### config.mk
export PLATFORM = sky130hd
export DESIGN_NAME = riscv_lsu
export DESIGN_NICKNAME = d
export VERILOG_FILES = /design/src/rtl/riscv_lsu_pkg.sv /design/src/rtl/riscv_lsu_load_align.sv /design/src/rtl/riscv_lsu.sv
export SDC_FILE = /design/constraint.sdc
export NUM_CORES = 1
export LEC_CHECK = 0
export ABC_CLOCK_PERIOD_IN_PS = 3200
export CAP_MARGIN = 20
export CELL_PAD_IN_SITES_DETAIL_PLACEMENT = 1
export CELL_PAD_IN_SITES_GLOBAL_PLACEMENT = 1
export CORE_ASPECT_RATIO = 2
export CORE_MARGIN = 3
export CORE_UTILIZATION = 24
export DETAILED_ROUTE_END_ITERATION = 6
export GPL_ROUTABILITY_DRIVEN = 0
export PLACE_DENSITY = 0.84
export RECOVER_POWER = 25
export SYNTH_ARGS = -nofsm -noshare
export SYNTH_HDL_FRONTEND = slang
export SYNTH_SLANG_ARGS = --single-unit
export TNS_END_PERCENT = 100
### constraint.sdc
create_clock -name clk_i -period 3.2 [get_ports clk_i]
set_input_delay 0.96 -clock clk_i [delete_from_list [all_inputs] [get_ports clk_i]]
set_output_delay 0.96 -clock clk_i [all_outputs]
set_load 0.02 [all_outputs]
### src/rtl/riscv_lsu_pkg.sv
// Shared LSU definitions: access-size encodings (shared with the decoder) and FSM state type.
package riscv_lsu_pkg;

  localparam logic [2:0] LDST_B  = 3'd0;
  localparam logic [2:0] LDST_H  = 3'd1;
  localparam logic [2:0] LDST_W  = 3'd2;
  localparam logic [2:0] LDST_BU = 3'd4;
  localparam logic [2:0] LDST_HU = 3'd5;

  typedef enum logic [1:0] {
    StIdle,
    StReq,
    StResp,
    StDone
  } lsu_state_e;

  // Sizes 3, 6 and 7 have no meaning.
  function automatic logic size_invalid(input logic [2:0] size);
    return (size[1:0] == 2'b11) || (size == 3'd6);
  endfunction

endpackage

### src/rtl/riscv_lsu_load_align.sv
// Extracts the addressed byte/half/word from a load word and sign- or zero-extends it.
module riscv_lsu_load_align
  import riscv_lsu_pkg::*;
(
  input  logic [31:0] rdata,
  input  logic [1:0]  offset,
  input  logic [2:0]  size,
  output logic [31:0] data
);

  logic [7:0]  byte_sel;
  logic [15:0] half_sel;

  always_comb begin
    byte_sel = rdata[{offset, 3'b000} +: 8];
    half_sel = rdata[{offset[1], 4'b0000} +: 16];
    case (size)
      LDST_B:  data = {{24{byte_sel[7]}}, byte_sel};
      LDST_BU: data = {24'h000000, byte_sel};
      LDST_H:  data = {{16{half_sel[15]}}, half_sel};
      LDST_HU: data = {16'h0000, half_sel};
      default: data = rdata;
    endcase
  end

endmodule

### src/rtl/riscv_lsu.sv
// Load-store unit: drives the data-memory req/gnt/rvalid handshake, stalls the core while an
// access is in flight and returns aligned, extended load data.
module riscv_lsu
  import riscv_lsu_pkg::*;
#(
  parameter int unsigned ADDR_W = 32,
  parameter int unsigned DATA_W = 32
) (
  input  logic              clk_i,
  input  logic              arstn_i,
  input  logic              lsu_req_i,
  input  logic              lsu_we_i,
  input  logic [2:0]        lsu_size_i,
  input  logic [ADDR_W-1:0] lsu_addr_i,
  input  logic [DATA_W-1:0] lsu_data_i,
  output logic [DATA_W-1:0] lsu_data_o,
  output logic              lsu_stall_req_o,
  output logic              lsu_misaligned_o,
  output logic              data_req_o,
  output logic              data_we_o,
  output logic [3:0]        data_be_o,
  output logic [ADDR_W-1:0] data_addr_o,
  output logic [DATA_W-1:0] data_wdata_o,
  input  logic              data_gnt_i,
  input  logic              data_rvalid_i,
  input  logic [DATA_W-1:0] data_rdata_i
);

  lsu_state_e        state_q;
  logic [2:0]        size_q;
  logic [1:0]        off_q;
  logic              we_q;
  logic [DATA_W-1:0] data_q;

  logic              reject;
  logic              active;
  logic [3:0]        be;
  logic [DATA_W-1:0] wdata;
  logic [DATA_W-1:0] load_data;

  always_comb begin
    reject = size_invalid(lsu_size_i);
    case (lsu_size_i[1:0])
      2'b01:   reject = reject | lsu_addr_i[0];
      2'b10:   reject = reject | (lsu_addr_i[1:0] != 2'b00);
      default: ;
    endcase
  end

  assign active = lsu_req_i & ~reject;

  // Unsigned variants share the byte/half lane logic; stores treat BU/HU as B/H.
  always_comb begin
    be    = 4'b0000;
    wdata = '0;
    case (lsu_size_i[1:0])
      2'b00: begin
        be    = 4'b0001 << lsu_addr_i[1:0];
        wdata = {4{lsu_data_i[7:0]}};
      end
      2'b01: begin
        be    = lsu_addr_i[1] ? 4'b1100 : 4'b0011;
        wdata = {2{lsu_data_i[15:0]}};
      end
      2'b10: begin
        be    = 4'b1111;
        wdata = lsu_data_i;
      end
      default: ;
    endcase
  end

  assign lsu_misaligned_o = lsu_req_i & reject;
  assign lsu_stall_req_o  = active & (state_q != StDone);
  assign data_req_o       = (state_q == StIdle && active) || (state_q == StReq);
  assign data_we_o        = active & lsu_we_i;
  assign data_be_o        = active ? be : 4'b0000;
  assign data_addr_o      = active ? {lsu_addr_i[ADDR_W-1:2], 2'b00} : '0;
  assign data_wdata_o     = active ? wdata : '0;
  assign lsu_data_o       = data_q;

  riscv_lsu_load_align u_load_align (
    .rdata  (data_rdata_i),
    .offset (off_q),
    .size   (size_q),
    .data   (load_data)
  );

  always_ff @(posedge clk_i or negedge arstn_i) begin
    if (!arstn_i) begin
      state_q <= StIdle;
      size_q  <= 3'd0;
      off_q   <= 2'd0;
      we_q    <= 1'b0;
      data_q  <= '0;
    end else begin
      unique case (state_q)
        StIdle: begin
          if (active) begin
            size_q  <= lsu_size_i;
            off_q   <= lsu_addr_i[1:0];
            we_q    <= lsu_we_i;
            state_q <= data_gnt_i ? StResp : StReq;
          end
        end
        StReq: begin
          if (data_gnt_i) state_q <= StResp;
        end
        // An rvalid coincident with gnt was seen in IDLE/REQ and is therefore ignored.
        StResp: begin
          if (data_rvalid_i) begin
            if (!we_q) data_q <= load_data;
            state_q <= StDone;
          end
        end
        StDone: state_q <= StIdle;
        default: state_q <= StIdle;
      endcase
    end
  end

endmodule

==> results_dict.tcl <==
set metrics [dict create \
    synthCells 364 \
    switching_share 0.425 \
    rsz0062_at_grt "yes" \
    relSlewSlack -0.495 \
    fp.coreArea_um2 12100 \
    grt_max_degree 41 \
    stdcell_area_um2 6050 \
    syn_area_um2 2980 \
    most-common-layout-cells "clkdlybuf4s50_1, buf_6, nand2_1, buf_4, dfrtp_1" \
    fin_crit_sh 1.05 \
    die_h_um 164 \
    cts_buffer_depth 2 \
    ys_seq_area_frac 0.336 \
    async_reset_ff_frac 1.00 \
    track_usage 0.211 \
    synth_top_cell_by_area "dfrtp_1" \
    drive_gt1_frac 0.379 \
    drt_wl_total_mm 15.7 \
    first_pass_iters 5 \
    critical_path_required_ns 2.24 \
    setup_viol_count_final 62 \
    tightestPinTransition_ns 2.24 \
    root_buffer "clkbuf_16" \
    synthDistinctLibCells 37 \
    via_count 3802 \
    viasPerCell 5.13 \
    cp-end-kind "output pin" \
    final_common_cell "clkdlybuf4s50_1" \
    drc_errors 0 \
    synth_compound_area_frac 0.222 \
    maxSlewViolCount 41 \
    postRouteAntennaNets 0 \
    seq_power_share 0.271 \
    yosys_warnings 0 \
    holdWs_ns 0.491 \
    holdCritPathClass "flip-flop to flip-flop" \
    fmax_ghz 0.299 \
    status "complete, but fails checks" \
    hold_violations 0 \
    grt_pass1_vias 4334 \
    cts_tree "yes" \
    critPathKind "input port to output pin" \
    p_clk_frac 0.126 \
    fin_setup_tns_ns -3.66 \
    cts_made_buffers 5 \
    place_hpwl_mm 11.6 \
    nets 707 \
    rows 57 \
    dieArea_um2 13900 \
    peakVddDrop_v 0.000443 \
    placed_area_um2 5340 \
    violations "max-capacitance violations, max-slew violations, negative setup slack" \
    synth_top_area_share 0.336 \
    power_density_nw_per_um2 623 \
    syn_to_final_growth_pct 103 \
    synth_area_leaders "dfrtp_1, and2_1, a21oi_1, nand2_1, a22oi_1" \
    skew_ns 0.00460 \
    grt_pass1_wl_mm 22.8 \
    path_max_fanout 8 \
    p_leak_nw 2.55 \
    cts_sinks 40 \
    die_w_um 84.8 \
    timing.final.crit_period_ns 3.35 \
    clk_transition_reported_paths_ns 0.05 \
    clock_latency_ns 0.28 \
    htree_levels 2 \
    io_buffers 206 \
    synth_ff_type "dfrtp_1" \
    start_util 0.246 \
    start_kind "input port" \
    antenna_found_initial 3 \
    synth_fa_ha_area_frac 0.0378 \
    synthXorXnorAreaFrac 0 \
    muxShareOfSynthArea 0.0814 \
    synth-simple-area-share 0.263 \
    synth_seq_cells 40 \
    intPower_mw 2.17 \
    drv.max_cap_violation_count 1 \
    first_iter_violations 115 \
    synth_top_family_by_area "simple AND/OR/NAND/NOR gates" \
    synth_edf_count 0 \
    cp.arrival_ns 2.39 \
    avgRoutedWirePerCell_um 21.1 \
    p_sw_mw 1.60 \
    pwr-share-comb 0.603 \
    avgSynthCellArea_um2 8.19 \
    grt_remaining_overflow 0 \
    setup_ws_ns -0.147 \
    num_io_pins 209 \
]
==> layout make-up <==
cell class / count / area (µm²)
Fill cell: 1364 / 6080
Timing Repair Buffer: 248 / 2530
Multi-Input combinational cell: 288 / 2150
Sequential cell: 40 / 1000
Tap cell: 147 / 184
Clock buffer: 6 / 129
Inverter: 10 / 45.0
Clock inverter: 1 / 5.00
Antenna cell: 1 / 2.50
==> flip-flops by register name, indices dropped and copies added, names as in the netlist <==
| register | cells |
|---|---|
| lsu_data_o | 32 |
| off_q | 2 |
| size_q | 3 |
| state_q | 2 |
| we_q | 1 |
==> stage by stage <==
| step | setup WS, ns | power, mW | cells | utilization |
|---|---|---|---|---|
| floorplan | -0.0836 | 2.17 | 365 | - |
| global placement | -1.13 | 3.08 | 719 | 0.440 |
| detailed placement | -1.18 | 3.16 | 719 | 0.440 |
| CTS | -0.132 | 3.74 | 738 | 0.476 |
| global route | -0.204 | 4.03 | 741 | 0.499 |
| finish | -0.147 | 3.77 | 741 | 0.499 |
==> final timing paths <==
path                                    start               to  slack [ns]  cells past startpoint
worst max-delay path            lsu_size_i[1]  data_wdata_o[6]       -0.15                     10
worst min-delay path            lsu_data_o[5]    lsu_data_o[5]        0.49                      2
worst max register to register      size_q[0]    lsu_data_o[5]        1.18                      5
worst min register to register  lsu_data_o[5]    lsu_data_o[5]        0.49                      2
max in group asynchronous             arstn_i   lsu_data_o[11]        0.57                      1
min in group asynchronous             arstn_i   lsu_data_o[27]        1.33                      1
==> cell families (layout without fill, tap and decap cells) <==
kind of cell / Yosys count / in the layout
other cells: 1 / 3
compound gates: 102 / 102
fa+ha+maj: 9 / 9
mux: 19 / 19
simple gates: 156 / 156
flops: 40 / 40
buf+inv: 37 / 265
==> critical path: stages <==
cell and delay (ns):
buf_8 0.09, inv_6 0.04, ha_4 0.25, a21oi_4 0.15, o211ai_1 0.10, buf_4 0.17
nor3_4 0.20, buf_6 0.16, and2_4 0.15, buf_6 0.11
==> synthesized netlist by cell type (8+ instances only) <==
| library cell | instances |
|---|---|
| o21ai_0 | 17 |
| mux2_2 | 8 |
| dfrtp_1 | 40 |
| a22oi_1 | 21 |
| ha_1 | 9 |
| and2_1 | 48 |
| a21oi_1 | 38 |
| inv_1 | 9 |
| clkbuf_1 | 14 |
| nand3b_1 | 10 |
| nand2_1 | 43 |
| buf_2 | 8 |
| nor2_1 | 36 |
| a21oi_2 | 11 |
==> metal layers <==
| layer | routed length, µm | vias up | share of wire | GRT usage |
|---|---|---|---|---|
| met1 | 4960 | 1839 | 0.32 | 0.203 |
| met5 | 23 | - | 0.0015 | 0 |
| li1 | - | 1700 | - | - |
| met2 | 8590 | 212 | 0.55 | 0.400 |
| met3 | 1260 | 47 | 0.080 | 0.0591 |
| met4 | 835 | 4 | 0.053 | 0.106 |
==> power groups by stage <==
stage | sequential [mW] | clock (mW) | combinational (mW)
floorplan | 1.16 | 0 | 1.01
global placement | 1.05 | 0 | 2.03
detailed placement | 1.06 | 0 | 2.10
CTS | 1.06 | 0.486 | 2.19
global route | 1.08 | 0.503 | 2.45
finish | 1.02 | 0.474 | 2.27
==> what timing repair did <==
action	CTS	global route
hold buffers	0	0
setup endpoints to repair	70	69
pin swaps	28	2
cloned	6	0
buffers inserted	6	2
resized for setup	446	70
(Power assumes the default switching activity.)
